==> config.mk <==
export PLATFORM = sky130hd
export DESIGN_NAME = pe_noc_adapter
export DESIGN_NICKNAME = d
export VERILOG_FILES = /design/src/rtl/noc_pkg.sv /design/src/rtl/pe_adapter_fifo.sv /design/src/rtl/pe_noc_adapter.sv
export SDC_FILE = /design/constraint.sdc
export NUM_CORES = 1
export LEC_CHECK = 0
export BUFFER_PORTS_ARGS = -buffer_cell sky130_fd_sc_hd__buf_2
export CORE_MARGIN = 10
export CORE_UTILIZATION = 58
export DETAILED_ROUTE_END_ITERATION = 10
export PLACE_DENSITY_LB_ADDON = 0.05
export SLEW_MARGIN = 30
export SYNTH_ARGS = -nofsm -noshare
export SYNTH_HDL_FRONTEND = slang
export SYNTH_SLANG_ARGS = --single-unit
export TNS_END_PERCENT = 50
==> constraint.sdc <==
create_clock -name clock -period 2.1 [get_ports clock]
set_input_delay 0.21 -clock clock [delete_from_list [all_inputs] [get_ports clock]]
set_output_delay 0.21 -clock clock [all_outputs]
set_load 0.005 [all_outputs]
==> src/rtl/noc_pkg.sv <==
// ============================================================================
// Module      : noc_pkg
// Description : Shared NoC definitions: default adapter geometry and the
//               flit record carried between PE, adapter and router.
// Revision    : 1.0 - initial release
// ============================================================================
`default_nettype none

package noc_pkg;

    localparam int c_DATA_WIDTH = 8;
    localparam int c_VICH       = 2;
    localparam int c_VICH_ADDR  = (c_VICH > 1) ? $clog2(c_VICH) : 1;
    localparam int c_FIFO_DEPTH = 4;
    localparam int c_STAT_WIDTH = 16;

    // A flit as seen on any adapter channel: virtual channel plus payload.
    typedef struct packed {
        logic [c_VICH_ADDR-1:0]  sel;
        logic [c_DATA_WIDTH-1:0] data;
    } flit_t;

endpackage

`default_nettype wire

==> src/rtl/pe_adapter_fifo.sv <==
// ============================================================================
// Module      : pe_adapter_fifo
// Description : Synchronous single-clock FIFO with registered full/empty
//               flags and a combinational head output. Depth must be a
//               power of two; pointers carry one extra wrap bit.
// Revision    : 1.0 - initial release
// ============================================================================
`default_nettype none

module pe_adapter_fifo
    import noc_pkg::*;
#(
    parameter int Width = c_DATA_WIDTH,
    parameter int Depth = c_FIFO_DEPTH
) (
    input  logic             clock,
    input  logic             reset,
    input  logic             i_push,
    input  logic [Width-1:0] i_pushData,
    input  logic             i_pop,
    output logic [Width-1:0] o_popData,
    output logic             o_full,
    output logic             o_empty
);

    localparam int c_ADDR_W = $clog2(Depth);

    logic [Width-1:0]  r_mem [Depth];
    logic [c_ADDR_W:0] r_wrPtr;
    logic [c_ADDR_W:0] r_rdPtr;
    logic              w_doPush;
    logic              w_doPop;

    // Flags come straight from the registered pointers, so a full FIFO
    // refuses a push even when it is popped in the same cycle.
    assign o_empty   = (r_wrPtr == r_rdPtr);
    assign o_full    = (r_wrPtr[c_ADDR_W] != r_rdPtr[c_ADDR_W]) &&
                       (r_wrPtr[c_ADDR_W-1:0] == r_rdPtr[c_ADDR_W-1:0]);
    assign w_doPush  = i_push && !o_full;
    assign w_doPop   = i_pop && !o_empty;
    assign o_popData = r_mem[r_rdPtr[c_ADDR_W-1:0]];

    // Pointer update; reset empties the FIFO regardless of its contents.
    always_ff @(posedge clock) begin
        if (!reset) begin
            r_wrPtr <= '0;
            r_rdPtr <= '0;
        end else begin
            if (w_doPush) r_wrPtr <= r_wrPtr + (c_ADDR_W+1)'(1);
            if (w_doPop)  r_rdPtr <= r_rdPtr + (c_ADDR_W+1)'(1);
        end
    end

    // Storage array; contents are don't-care until written.
    always_ff @(posedge clock) begin
        if (w_doPush) r_mem[r_wrPtr[c_ADDR_W-1:0]] <= i_pushData;
    end

endmodule

`default_nettype wire

==> src/rtl/pe_noc_adapter.sv <==
// ============================================================================
// Module      : pe_noc_adapter
// Description : PE <-> mesh NoC local-port adapter. Per-VC injection FIFOs
//               arbitrated round-robin into a registered injection stage,
//               and a two-entry skid buffer on the ejection path.
//               Optional feature macro: PE_ADAPTER_STATS_EN adds the
//               tx_count / rx_count handshake counters.
// Revision    : 1.0 - initial release
// ============================================================================
`default_nettype none

module pe_noc_adapter
    import noc_pkg::*;
#(
    parameter int DataWidth = c_DATA_WIDTH,
    parameter int ViCh      = c_VICH,
    parameter int ViChAddr  = c_VICH_ADDR,
    parameter int FifoDepth = c_FIFO_DEPTH
`ifdef PE_ADAPTER_STATS_EN
    ,
    parameter int StatWidth = c_STAT_WIDTH
`endif
) (
    input  logic                 clock,
    input  logic                 reset,
    input  logic [DataWidth-1:0] pe_tx_data,
    input  logic                 pe_tx_en,
    input  logic [ViChAddr-1:0]  pe_tx_sel,
    output logic [ViCh-1:0]      pe_tx_ready,
    output logic [DataWidth-1:0] noc_inj_data,
    output logic                 noc_inj_en,
    output logic [ViChAddr-1:0]  noc_inj_sel,
    input  logic                 noc_inj_ready,
    input  logic [DataWidth-1:0] noc_ej_data,
    input  logic                 noc_ej_en,
    input  logic [ViChAddr-1:0]  noc_ej_sel,
    output logic                 noc_ej_ready,
    output logic [DataWidth-1:0] pe_rx_data,
    output logic                 pe_rx_en,
    output logic [ViChAddr-1:0]  pe_rx_sel,
    input  logic                 pe_rx_ready
`ifdef PE_ADAPTER_STATS_EN
    ,
    output logic [StatWidth-1:0] tx_count,
    output logic [StatWidth-1:0] rx_count
`endif
);

    // ---------------- injection path ----------------
    logic [ViCh-1:0]      w_full;
    logic [ViCh-1:0]      w_empty;
    logic [ViCh-1:0]      w_push;
    logic [ViCh-1:0]      w_pop;
    logic [DataWidth-1:0] w_fifoData [ViCh];

    logic                 r_injValid;
    logic [DataWidth-1:0] r_injData;
    logic [ViChAddr-1:0]  r_injSel;
    logic [ViChAddr-1:0]  r_lastGrant;

    logic                 w_load;
    logic                 w_grantFound;
    logic [ViChAddr-1:0]  w_grantVc;
    int                   w_idx;

    // A select value outside the VC range matches no FIFO, so the flit is dropped.
    generate
        for (genvar v = 0; v < ViCh; v++) begin : g_vc
            assign w_push[v] = pe_tx_en && (pe_tx_sel == ViChAddr'(v)) && !w_full[v];
            assign w_pop[v]  = w_load && w_grantFound && (w_grantVc == ViChAddr'(v));

            pe_adapter_fifo #(
                .Width (DataWidth),
                .Depth (FifoDepth)
            ) u_fifo (
                .clock      (clock),
                .reset      (reset),
                .i_push     (w_push[v]),
                .i_pushData (pe_tx_data),
                .i_pop      (w_pop[v]),
                .o_popData  (w_fifoData[v]),
                .o_full     (w_full[v]),
                .o_empty    (w_empty[v])
            );
        end
    endgenerate

    assign pe_tx_ready  = reset ? ~w_full : '0;
    assign w_load       = !r_injValid || noc_inj_ready;
    assign noc_inj_en   = r_injValid;
    assign noc_inj_data = r_injData;
    assign noc_inj_sel  = r_injSel;

    // Round-robin pick: first non-empty FIFO searching from last grant + 1.
    always_comb begin
        w_grantFound = 1'b0;
        w_grantVc    = '0;
        w_idx        = 0;
        for (int i = 1; i <= ViCh; i++) begin
            w_idx = (int'(r_lastGrant) + i) % ViCh;
            if (!w_grantFound && !w_empty[ViChAddr'(w_idx)]) begin
                w_grantFound = 1'b1;
                w_grantVc    = ViChAddr'(w_idx);
            end
        end
    end

    // Injection output register; the grant pointer only moves when a flit loads.
    always_ff @(posedge clock) begin
        if (!reset) begin
            r_injValid  <= 1'b0;
            r_injData   <= '0;
            r_injSel    <= '0;
            r_lastGrant <= ViChAddr'(ViCh - 1);
        end else if (w_load) begin
            r_injValid <= w_grantFound;
            if (w_grantFound) begin
                r_injData   <= w_fifoData[w_grantVc];
                r_injSel    <= w_grantVc;
                r_lastGrant <= w_grantVc;
            end
        end
    end

    // ---------------- ejection path ----------------
    logic [DataWidth-1:0] r_ejData [2];
    logic [ViChAddr-1:0]  r_ejSel  [2];
    logic                 r_ejHead;
    logic [1:0]           r_ejCount;
    logic                 w_ejAccept;
    logic                 w_rxPop;
    logic                 w_ejTail;

    assign noc_ej_ready = reset && (r_ejCount != 2'd2);
    assign pe_rx_en     = (r_ejCount != 2'd0);
    assign pe_rx_data   = r_ejData[r_ejHead];
    assign pe_rx_sel    = r_ejSel[r_ejHead];
    assign w_ejAccept   = noc_ej_en && noc_ej_ready;
    assign w_rxPop      = pe_rx_en && pe_rx_ready;
    assign w_ejTail     = r_ejHead ^ r_ejCount[0];

    // Two-entry circular skid buffer; an accepted flit is visible to the PE next cycle.
    always_ff @(posedge clock) begin
        if (!reset) begin
            for (int i = 0; i < 2; i++) begin
                r_ejData[i] <= '0;
                r_ejSel[i]  <= '0;
            end
            r_ejHead  <= 1'b0;
            r_ejCount <= 2'd0;
        end else begin
            if (w_ejAccept) begin
                r_ejData[w_ejTail] <= noc_ej_data;
                r_ejSel[w_ejTail]  <= noc_ej_sel;
            end
            if (w_rxPop) r_ejHead <= ~r_ejHead;
            r_ejCount <= r_ejCount + {1'b0, w_ejAccept} - {1'b0, w_rxPop};
        end
    end

`ifdef PE_ADAPTER_STATS_EN
    logic [StatWidth-1:0] r_txCount;
    logic [StatWidth-1:0] r_rxCount;

    assign tx_count = r_txCount;
    assign rx_count = r_rxCount;

    // Handshake counters, wrapping naturally at 2^StatWidth.
    always_ff @(posedge clock) begin
        if (!reset) begin
            r_txCount <= '0;
            r_rxCount <= '0;
        end else begin
            if (r_injValid && noc_inj_ready) r_txCount <= r_txCount + StatWidth'(1);
            if (w_rxPop)                     r_rxCount <= r_rxCount + StatWidth'(1);
        end
    end
`else
`endif

endmodule

`default_nettype wire

==> metrics.md <==
| Metric | Value |
|---|---|
| Congestion Overflow GR | `0` |
| Hold_buf cts | `17` |
| Tcrit/Tclk final | `0.890` |
| Clock Path Buffers | `2` |
| Die Height | `110 um` |
| F_max | `535 MHz` |
| Synth top area share | `0.516` |
| Worst hold path class | `in2reg` |
| # setup viols final | `0` |
| CP Max Fanout | `8` |
| Pwr dens | `1220 nW/um^2` |
| Worst Path Required | `2240 ps` |
| Synth unique cells | `36` |
| Reg2Reg Depth | `3` |
| Vias | `2682` |
| Normalized max-slew margin | `0.666` |
| Insertion delay to the later sink of the worst-skew pair | `510 ps` |
| First-pass GRT wire length | `15.4 mm` |
| Area delta synth->final | `25.0%` |
| Port Buffers | `46` |
| Share of cells above drive strength 1 | `0.307` |
| Final std cells w/o fill | `496` |
| Main area contributors after synthesis | `edfxtp_1 (52%), dfxtp_1 (14%), mux4_2 (7.7%)` |
| Core Util, Final | `0.749` |
| Yosys top cell by area | `edfxtp_1` |
| CP Class | `reg2reg` |
| Core Box Area | `7770 sq um` |
| # nets final | `417` |
| CTS tree | `done` |
| # diodes | `0` |
| WL per Instance | `19.0 um` |
| Initial antenna violation count | `0` |
| Total power | `7.10 mW` |
| Number of global-route vias before repair | `2883` |
| Final ANT Viol Nets | `0` |
| Setup_tns | `0 ps` |
| Clock input transition at the sequential cells of the worst setup and hold paths | `60 ps` |
| Register area share after synthesis | `0.658` |
| Slew Viols, Final | `0` |
| Die ar. | `12000 sq um` |
| Tot GR Track Use | `0.173` |
| CTS H-tree lvls | `4` |
| IO Pins | `47` |
| VDD IR max | `0.643 mV` |
| Tmin final | `1870 ps` |
| Mapped Area | `4660 sq um` |
| DPL Wire Length | `6.35 mm` |
| Cells after DPL | `447` |
| Clk sinks | `113` |
| Cell count after synthesis | `301` |
| GPL Wtd Cong | `0.771` |
| Total routed wirelength | `9.41 mm` |
| RSZ-0062 raised after global routing | `false` |
| Pin count of the biggest net entering global routing | `24` |
| DR iter-0 viols | `90` |
| Crit path DAT | `2010 ps` |
| Pleak | `2.24 nW` |
| TritonCTS Buffers | `17` |
| Post-CTS setup buffers | `0` |
| Pre-antenna DRT Iters | `4` |
| Worst-Margin Slew | `501 ps` |
| Synthesized flop and latch total | `113` |
| Rows | `32` |
| Status | `completed` |
| # resized after CTS | `0` |
| Worst hold stages | `1` |
| Via density | `5.41` |
| Initial Utilization | `0.599` |
| Commonest non-fill, non-tap cell in the layout | `edfxtp_1` |
| Max-cap check violation count | `0` |
| Syn_nets | `337` |
| Drt drc | `0` |
| Final Hold Fails | `0` |
| Syn Area/Cell | `15.5 sq um` |
| CP startpoint kind | `flop` |
| Root Buffer | `clkbuf_8` |
| Clock Skew | `9.59 ps` |
| Commonest cells after routing, fill and taps aside | `edfxtp_1 (80), buf_2 (46), dfxtp_1 (33)` |
| Die Width | `110 um` |
| Ys Warns | `0` |
| Critical Path End Type | `flop` |
worst paths after layout:
path	startpoint	to	slack, ps
worst max-delay path	g_vc[0].u_fifo.r_wrPtr[0]$_SDFFE_PN0P_	g_vc[0].u_fifo.r_mem[1][6]$_DFFE_PP_	230
worst min-delay path	pe_tx_data[1]	g_vc[1].u_fifo.r_mem[1][1]$_DFFE_PP_	30
worst max register to register	g_vc[0].u_fifo.r_wrPtr[0]$_SDFFE_PN0P_	g_vc[0].u_fifo.r_mem[1][6]$_DFFE_PP_	230
worst min register to register	r_ejSel[0]$_DFF_P_	r_ejSel[0]$_DFF_P_	470
sequential cells by signal, summed over array words and instances, names as in the netlist, named ones only:
signal               flops
g_vc.u_fifo.r_mem       64
r_lastGrant              1
noc_inj_data             8
r_ejSel                  2
noc_inj_en               1
r_ejCount                2
noc_inj_sel              1
g_vc.u_fifo.r_rdPtr      6
r_ejHead                 1
g_vc.u_fifo.r_wrPtr      6
r_ejData                16
per-layer routing:
layer / vias to the layer above / track usage / part of all wire
li1: 1285 / - / -
met1: 1323 / 0.206 / 0.41
met2: 63 / 0.287 / 0.52
met3: 11 / 0.0527 / 0.049
met4: 0 / 0.0706 / 0.015
met5: - / 0 / 0
report_power, final:
part | internal, mW | total [mW] | switching, mW
Sequential | 2.66 | 2.81 | 0.152
Combinational | 0.703 | 1.41 | 0.705
Clock | 1.85 | 2.88 | 1.03
Total | 5.21 | 7.10 | 1.88
Yosys cell counts, drive strengths merged:
cell,n
nand2b,5
inv,7
xnor2,10
nand2,17
nor4b,1
mux4,16
nor3,1
nor3b,2
mux2,9
edfxtp,80
and4b,1
or2,1
mux2i,19
clkinv,1
o21ai,13
a311oi,1
and4bb,1
dfxtp,33
xor2,4
a31oi,2
ha,12
nor2,10
o311a,1
and2,26
nand4b,2
nor2b,2
nand3,2
clkbuf,8
o21a,1
a21oi,8
buf,5
cells by family after synthesis:
| group | count (synthesis) | share of synthesized area |
|---|---|---|
| flops | 113 | 0.658 |
| simple gates | 71 | 0.0887 |
| mux | 44 | 0.140 |
| compound gates | 26 | 0.0360 |
| buf+inv | 21 | 0.0188 |
| xor+xnor | 14 | 0.0263 |
| fa+ha+maj | 12 | 0.0322 |
critical path, stage by stage, from the launching register on:
cell,delay [ps]
dfxtp_1,430
xnor2_1,210
a311oi_4,380
and2_1,490
area by class of cell:
| type | instances | area (sq um) |
|---|---|---|
| clock buffers | 18 | 428 |
| inverters | 8 | 30.0 |
| flip-flops and latches | 113 | 3060 |
| repair buffers | 74 | 483 |
| clock inverters | 14 | 183 |
| multi-input cells | 167 | 1510 |
| well taps | 102 | 128 |
| fillers | 486 | 1950 |
stage by stage:
stage	worst slack [ps]	cell area, sq um	hold slack (ps)
CTS	209	5820	6.11
global placement	343	5040	432
finish	230	5820	26.6
floorplan	392	4660	309
global route	142	5820	10.7
detailed placement	261	5040	440
No activity file was read; power rests on OpenSTA's default activity.
